### src/rtl/bullet_pool.sv
// rtl/bullet_pool.sv - multi-slot bullet engine: edge-triggered fire, cooldown, per-slot flight and despawn
module bullet_pool #(
  parameter int NUM_BULLETS = 4,
  parameter int FIRE_KEY    = 44,
  parameter int STEP        = 12,
  parameter int BOOST       = 6,
  parameter int COOLDOWN    = 8,
  parameter int SIZE        = 2,
  parameter int X_MIN       = 1,
  parameter int X_MAX       = 639,
  parameter int Y_MIN       = 1,
  parameter int Y_MAX       = 479
) (
  input  logic                      frame_clk,
  input  logic                      Reset,
  input  logic [7:0]                keycode,
  input  logic [1:0]                direction,
  input  logic [9:0]                OriginX,
  input  logic [9:0]                OriginY,
  input  logic                      upgraded,
  input  logic [NUM_BULLETS-1:0]    kill,
  output logic [10*NUM_BULLETS-1:0] BulletX,
  output logic [10*NUM_BULLETS-1:0] BulletY,
  output logic [9:0]                BulletS,
  output logic [NUM_BULLETS-1:0]    bullet_on,
  output logic                      fire_pulse,
  output logic [2:0]                fire_slot
);

  // Wide enough to hold COOLDOWN itself, and at least one bit when COOLDOWN is 0.
  localparam int              CD_W     = $clog2(COOLDOWN + 2);
  localparam logic [CD_W-1:0] CD_MAX   = CD_W'(COOLDOWN);
  localparam logic [7:0]      FIRE_K   = 8'(FIRE_KEY);
  localparam logic [9:0]      STEP_W   = 10'(STEP);
  localparam logic [9:0]      BOOST_W  = 10'(BOOST);
  // Edge limits are precomputed so positions are only compared, never subtracted from.
  localparam logic [9:0]      X_HI     = 10'(X_MAX - SIZE);
  localparam logic [9:0]      X_LO     = 10'(X_MIN + SIZE);
  localparam logic [9:0]      Y_HI     = 10'(Y_MAX - SIZE);
  localparam logic [9:0]      Y_LO     = 10'(Y_MIN + SIZE);

  localparam logic [1:0] DIR_L = 2'b00;
  localparam logic [1:0] DIR_R = 2'b01;
  localparam logic [1:0] DIR_D = 2'b10;
  localparam logic [1:0] DIR_U = 2'b11;

  logic [NUM_BULLETS-1:0] on_q, on_d;
  logic [1:0]             dir_q [NUM_BULLETS];
  logic [1:0]             dir_d [NUM_BULLETS];
  logic [9:0]             x_q   [NUM_BULLETS];
  logic [9:0]             x_d   [NUM_BULLETS];
  logic [9:0]             y_q   [NUM_BULLETS];
  logic [9:0]             y_d   [NUM_BULLETS];
  logic                   released_q, released_d;
  logic [CD_W-1:0]        cooldown_q, cooldown_d;
  logic                   fire_pulse_q, fire_pulse_d;
  logic [2:0]             fire_slot_q, fire_slot_d;

  logic                   free_found;
  logic [2:0]             free_idx;
  logic                   fire_req;
  logic [9:0]             speed;

  // Next-state: slot allocation, per-slot kill/edge/move priority, fire bookkeeping.
  always_comb begin
    on_d         = on_q;
    dir_d        = dir_q;
    x_d          = x_q;
    y_d          = y_q;
    released_d   = (keycode != FIRE_K);
    cooldown_d   = cooldown_q;
    fire_pulse_d = 1'b0;
    fire_slot_d  = fire_slot_q;
    free_found   = 1'b0;
    free_idx     = 3'd0;
    speed        = STEP_W + (upgraded ? BOOST_W : 10'd0);

    // Lowest free slot; a slot despawning this edge still reads on_q=1, so it is not reused yet.
    for (int i = 0; i < NUM_BULLETS; i++) begin
      if (!on_q[i] && !free_found) begin
        free_found = 1'b1;
        free_idx   = 3'(i);
      end
    end

    fire_req = (keycode == FIRE_K) && released_q && (cooldown_q == '0) && free_found;

    for (int i = 0; i < NUM_BULLETS; i++) begin
      if (on_q[i]) begin
        if (kill[i]) begin
          on_d[i] = 1'b0;
        end else if ((x_q[i] >= X_HI) || (x_q[i] <= X_LO) ||
                     (y_q[i] >= Y_HI) || (y_q[i] <= Y_LO)) begin
          on_d[i] = 1'b0;
        end else begin
          // Modulo-1024 motion: underflow wraps high and trips the far-edge test next frame.
          case (dir_q[i])
            DIR_L:   x_d[i] = x_q[i] - speed;
            DIR_R:   x_d[i] = x_q[i] + speed;
            DIR_D:   y_d[i] = y_q[i] + speed;
            DIR_U:   y_d[i] = y_q[i] - speed;
            default: x_d[i] = x_q[i];
          endcase
        end
      end else begin
        // Idle slots follow the player so a fresh shot spawns from the current centre.
        x_d[i] = OriginX;
        y_d[i] = OriginY;
        if (fire_req && (free_idx == 3'(i))) begin
          on_d[i]  = 1'b1;
          dir_d[i] = direction;
        end
      end
    end

    if (fire_req) begin
      cooldown_d   = CD_MAX;
      fire_pulse_d = 1'b1;
      fire_slot_d  = free_idx;
    end else if (cooldown_q != '0) begin
      cooldown_d = cooldown_q - 1'b1;
    end
  end

  // State registers; Reset clears every slot immediately, even mid-flight.
  always_ff @(posedge frame_clk or posedge Reset) begin
    if (Reset) begin
      on_q         <= '0;
      released_q   <= 1'b1;
      cooldown_q   <= '0;
      fire_pulse_q <= 1'b0;
      fire_slot_q  <= 3'd0;
      for (int i = 0; i < NUM_BULLETS; i++) begin
        dir_q[i] <= 2'b00;
        x_q[i]   <= 10'd0;
        y_q[i]   <= 10'd0;
      end
    end else begin
      on_q         <= on_d;
      dir_q        <= dir_d;
      x_q          <= x_d;
      y_q          <= y_d;
      released_q   <= released_d;
      cooldown_q   <= cooldown_d;
      fire_pulse_q <= fire_pulse_d;
      fire_slot_q  <= fire_slot_d;
    end
  end

  // Pack per-slot positions onto the flat output buses.
  always_comb begin
    BulletX = '0;
    BulletY = '0;
    for (int i = 0; i < NUM_BULLETS; i++) begin
      BulletX[10*i +: 10] = x_q[i];
      BulletY[10*i +: 10] = y_q[i];
    end
  end

  assign BulletS    = 10'(SIZE);
  assign bullet_on  = on_q;
  assign fire_pulse = fire_pulse_q;
  assign fire_slot  = fire_slot_q;

endmodule

### config.mk
export PLATFORM = sky130hd
export DESIGN_NAME = bullet_pool
export DESIGN_NICKNAME = d
export VERILOG_FILES = /design/src/rtl/bullet_pool.sv
export SDC_FILE = /design/constraint.sdc
export NUM_CORES = 1
export LEC_CHECK = 0
export CAP_MARGIN = 20
export CORE_AREA = 2 2 127 129
export DETAILED_ROUTE_END_ITERATION = 10
export DIE_AREA = 0 0 129 131
export GPL_TIMING_DRIVEN = 0
export PLACE_DENSITY = 0.78
export RECOVER_POWER = 100
export REMOVE_ABC_BUFFERS = 1
export SYNTH_ARGS = -nofsm -noshare
export SYNTH_HDL_FRONTEND = slang
export SYNTH_SLANG_ARGS = --single-unit
export TNS_END_PERCENT = 10
### constraint.sdc
create_clock -name frame_clk -period 4.36 [get_ports frame_clk]
set_clock_uncertainty 0.2 [all_clocks]
set_input_delay 0.436 -clock frame_clk [delete_from_list [all_inputs] [get_ports frame_clk]]
set_output_delay 0.436 -clock frame_clk [all_outputs]
set_load 0.1 [all_outputs]
==> flow_summary.toml <==
[finish]
num_antenna_cells = 0
final_nets = 1046
area_delta_synth_final_pct = 22.45
fillCellCount = 1358
post-route-util_pct = 59.47
drive_above_1_share_pct = 5.252

[drt]
ant_nets = 0
wl_per_cell_um = 18.00
finalWirelength_um = 20690
via_count = 6786
drc_errors = 0
drtIter0Drc = 511
firstDrtPassIters = 5
viasPerCell = 5.906

[cts]
cts.path.max_buffers = 2
cts.sink_count = 100
path_clk_slew_ps = 70
hold_buffers = 0
post_cts_buffers = 0
cts_tree = "yes"
cts-buffers-inserted = 9
clkLatencyLatePin_ps = 350
htree_levels = 3
cts_resized = 0
cts-root-buf = "clkbuf_16"

[place]
hpwlAfterDp_um = 15490
place.gp.congestion = 0.9069
place_ws_ps = 179.3
io_buffers = 123

[yosys]
seq_area_frac_synth_pct = 33.05
synth_edf_count = 0
synthArstFlopShare_pct = 100.0
synth.most_common_cell = "dfrtp_1"
syn_area_mm2 = 0.007575
syn_avg_cell_area_um2 = 9.352
ys_ff_latch = 100
yosys.area.top_type_share_pct = 32.71
yosysWarnings = 0
synthCells = 810
synth_ff_type = "dfrtp_1"
yosys-top-cells-area = "dfrtp_1 33%, ha_1 13%, nor2_1 4.0%"
ys_types = 71
synth_area_leader_cell = "dfrtp_1"
ys_top_cells_by_count = "99 x dfrtp_1, 81 x nor2_1, 77 x ha_1"

[timing]
rsz0062_at_grt = "false"
hold_violations = 0
min_period_over_period_pct = 90.13
fin_crit_ps = 3930
slew_headroom_pct = -63.27
worst_pin_slew_ps = 2436
fin_ws_ps = 430.5
slew_viol_final = 56
fmax_mhz = 254.5
setup_viol = 0

[setup_path]
reg2reg_depth = 4
worstSetupStartpointType = "register"
crit_fanout = 22
critPathKind = "reg -> out"
rrSetupSlack_ps = 1080
r2r-start = "bullet_on[0]$_DFF_PP0_"
cp_data_required_time_ps = 3720
arrival_ps = 3290
regToRegEndpoint = "dir_q[4]$_DFFE_PP0P_"
crit_path_end_kind = "output port"

[flow_run]
maxCapViolations = 1

[global_routing]
grt.total_usage_pct = 24.82
antenna_found_initial = 0
grt_pass1_vias = 6401
grt_max_degree = 56
overflow = 0
grt_pass1_wl_um = 32850

[die]
start_util_pct = 48.56
core_mm2 = 0.01560
ios = 135
die_width_um = 129
die_area_mm2 = 0.01690
num_rows = 46
die-height_um = 131

[hold_path]
hp-class = "reg -> reg"
worstHoldStart = "cooldown_q[2]$_DFFE_PP0P_"
hold_depth = 1
holdPathEnd = "cooldown_q[2]$_DFFE_PP0P_"

[power]
total_power_mw = 2.831
power_density_mw_per_mm2 = 305.2
ir_drop_v = 0.0002113
p_leak_nw = 4.133

[run_status]
status = "complete, but fails checks"
violations = "capacitance limit, slew limit"
## per-layer routing
| metal | part of all wire (%) | GRT usage (%) | vias up |
|---|---|---|---|
| met1 | 44 | 33.18 | 3264 |
| met5 | 0 | 0 | - |
| li1 | - | - | 3228 |
| met2 | 47 | 40.87 | 246 |
| met4 | 3.2 | 9.974 | 0 |
| met3 | 5.4 | 3.542 | 48 |
## flip-flops by register name, summed over array words and instances, names as in the netlist
| signal | cells |
|---|---|
| BulletX | 40 |
| BulletY | 40 |
| dir_q | 8 |
| bullet_on | 4 |
| cooldown_q | 4 |
| fire_slot | 2 |
| fire_pulse | 1 |
| released_q | 1 |
## cells in the final DEF (no fill, tap or decap), types with 8 or more instances in the layout
cell and n:
conb_1 11, mux2i_1 21, or3_1 9, and2_1 9, inv_1 49, nor2_1 81
ha_1 77, o211ai_1 8, mux2_2 16, xnor2_1 33, clkdlybuf4s50_1 33, xor2_1 21
or4_1 8, o21a_1 12, dlygate4sd3_1 90, a21oi_1 42, a221o_1 22, nand2_1 42
nand3_1 12, nor2b_1 15, clkbuf_16 9, nor3_1 22, nor4_1 9, a21o_1 11
dfrtp_1 99, a31oi_1 12, o21ai_0 38
## how the worst max path moves through the flow
stage	start	end	slack [ps]	cells after the start
global route	upgraded	BulletX[39]$_DFFE_PP0P_	320	10
detailed placement	upgraded	BulletX[39]$_DFFE_PP0P_	180	10
global placement	Reset	BulletY[21]$_DFFE_PP0P_	-460	2
finish	bullet_on[0]$_DFF_PP0_	bullet_on[0]	430	2
floorplan	Reset	BulletX[0]$_DFFE_PP0P_	1110	1
CTS	upgraded	BulletX[39]$_DFFE_PP0P_	500	10
## cell type report
type / instances / area [um^2] / share of cell area [%]
clock buffer: 10 / 239.0 / 2.577
clock inverter: 6 / 87.58 / 0.9443
inverter: 52 / 196.4 / 2.118
multi-input combinational: 640 / 4738 / 51.09
sequential: 100 / 2504 / 26.99
tap: 216 / 270.3 / 2.914
timing repair buffer: 125 / 1240 / 13.37
## kinds of logic (layout without fill, tap and decap cells)
kind of cell,count (synthesis),count (layout),share of synthesized area (%)
adders and majority gates,81,81,13.78
other,2,11,0.09914
muxes,37,37,5.154
AOI/OAI and AO/OA,217,217,21.13
buffers and inverters,79,193,4.625
xor gates and xnor gates,54,54,6.244
and+or+nand+nor,240,240,15.92
DFF,100,100,33.05
## power by group
group	switching [mW]	internal, mW	total, mW
logic	0.606	0.278	0.884
registers	0.0728	0.986	1.06
clock network	0.369	0.519	0.888
## through the flow
step	instance area (um^2)	TNS [ps]	instances	hold slack (ps)
after floorplan	7453	0	792	282.5
after global routing	9275	0	1149	351.0
after global placement	8955	-44960	1131	299.7
after CTS	9339	0	1149	313.3
final	9275	0	1149	309.7
after detailed placement	9012	0	1133	303.5
## critical path, stage by stage (launching register included)
cell           delay, ps
dfrtp_1              740
clkbuf_1             880
dlygate4sd3_1       1320
Note: power is estimated with default switching activity, not from simulation.
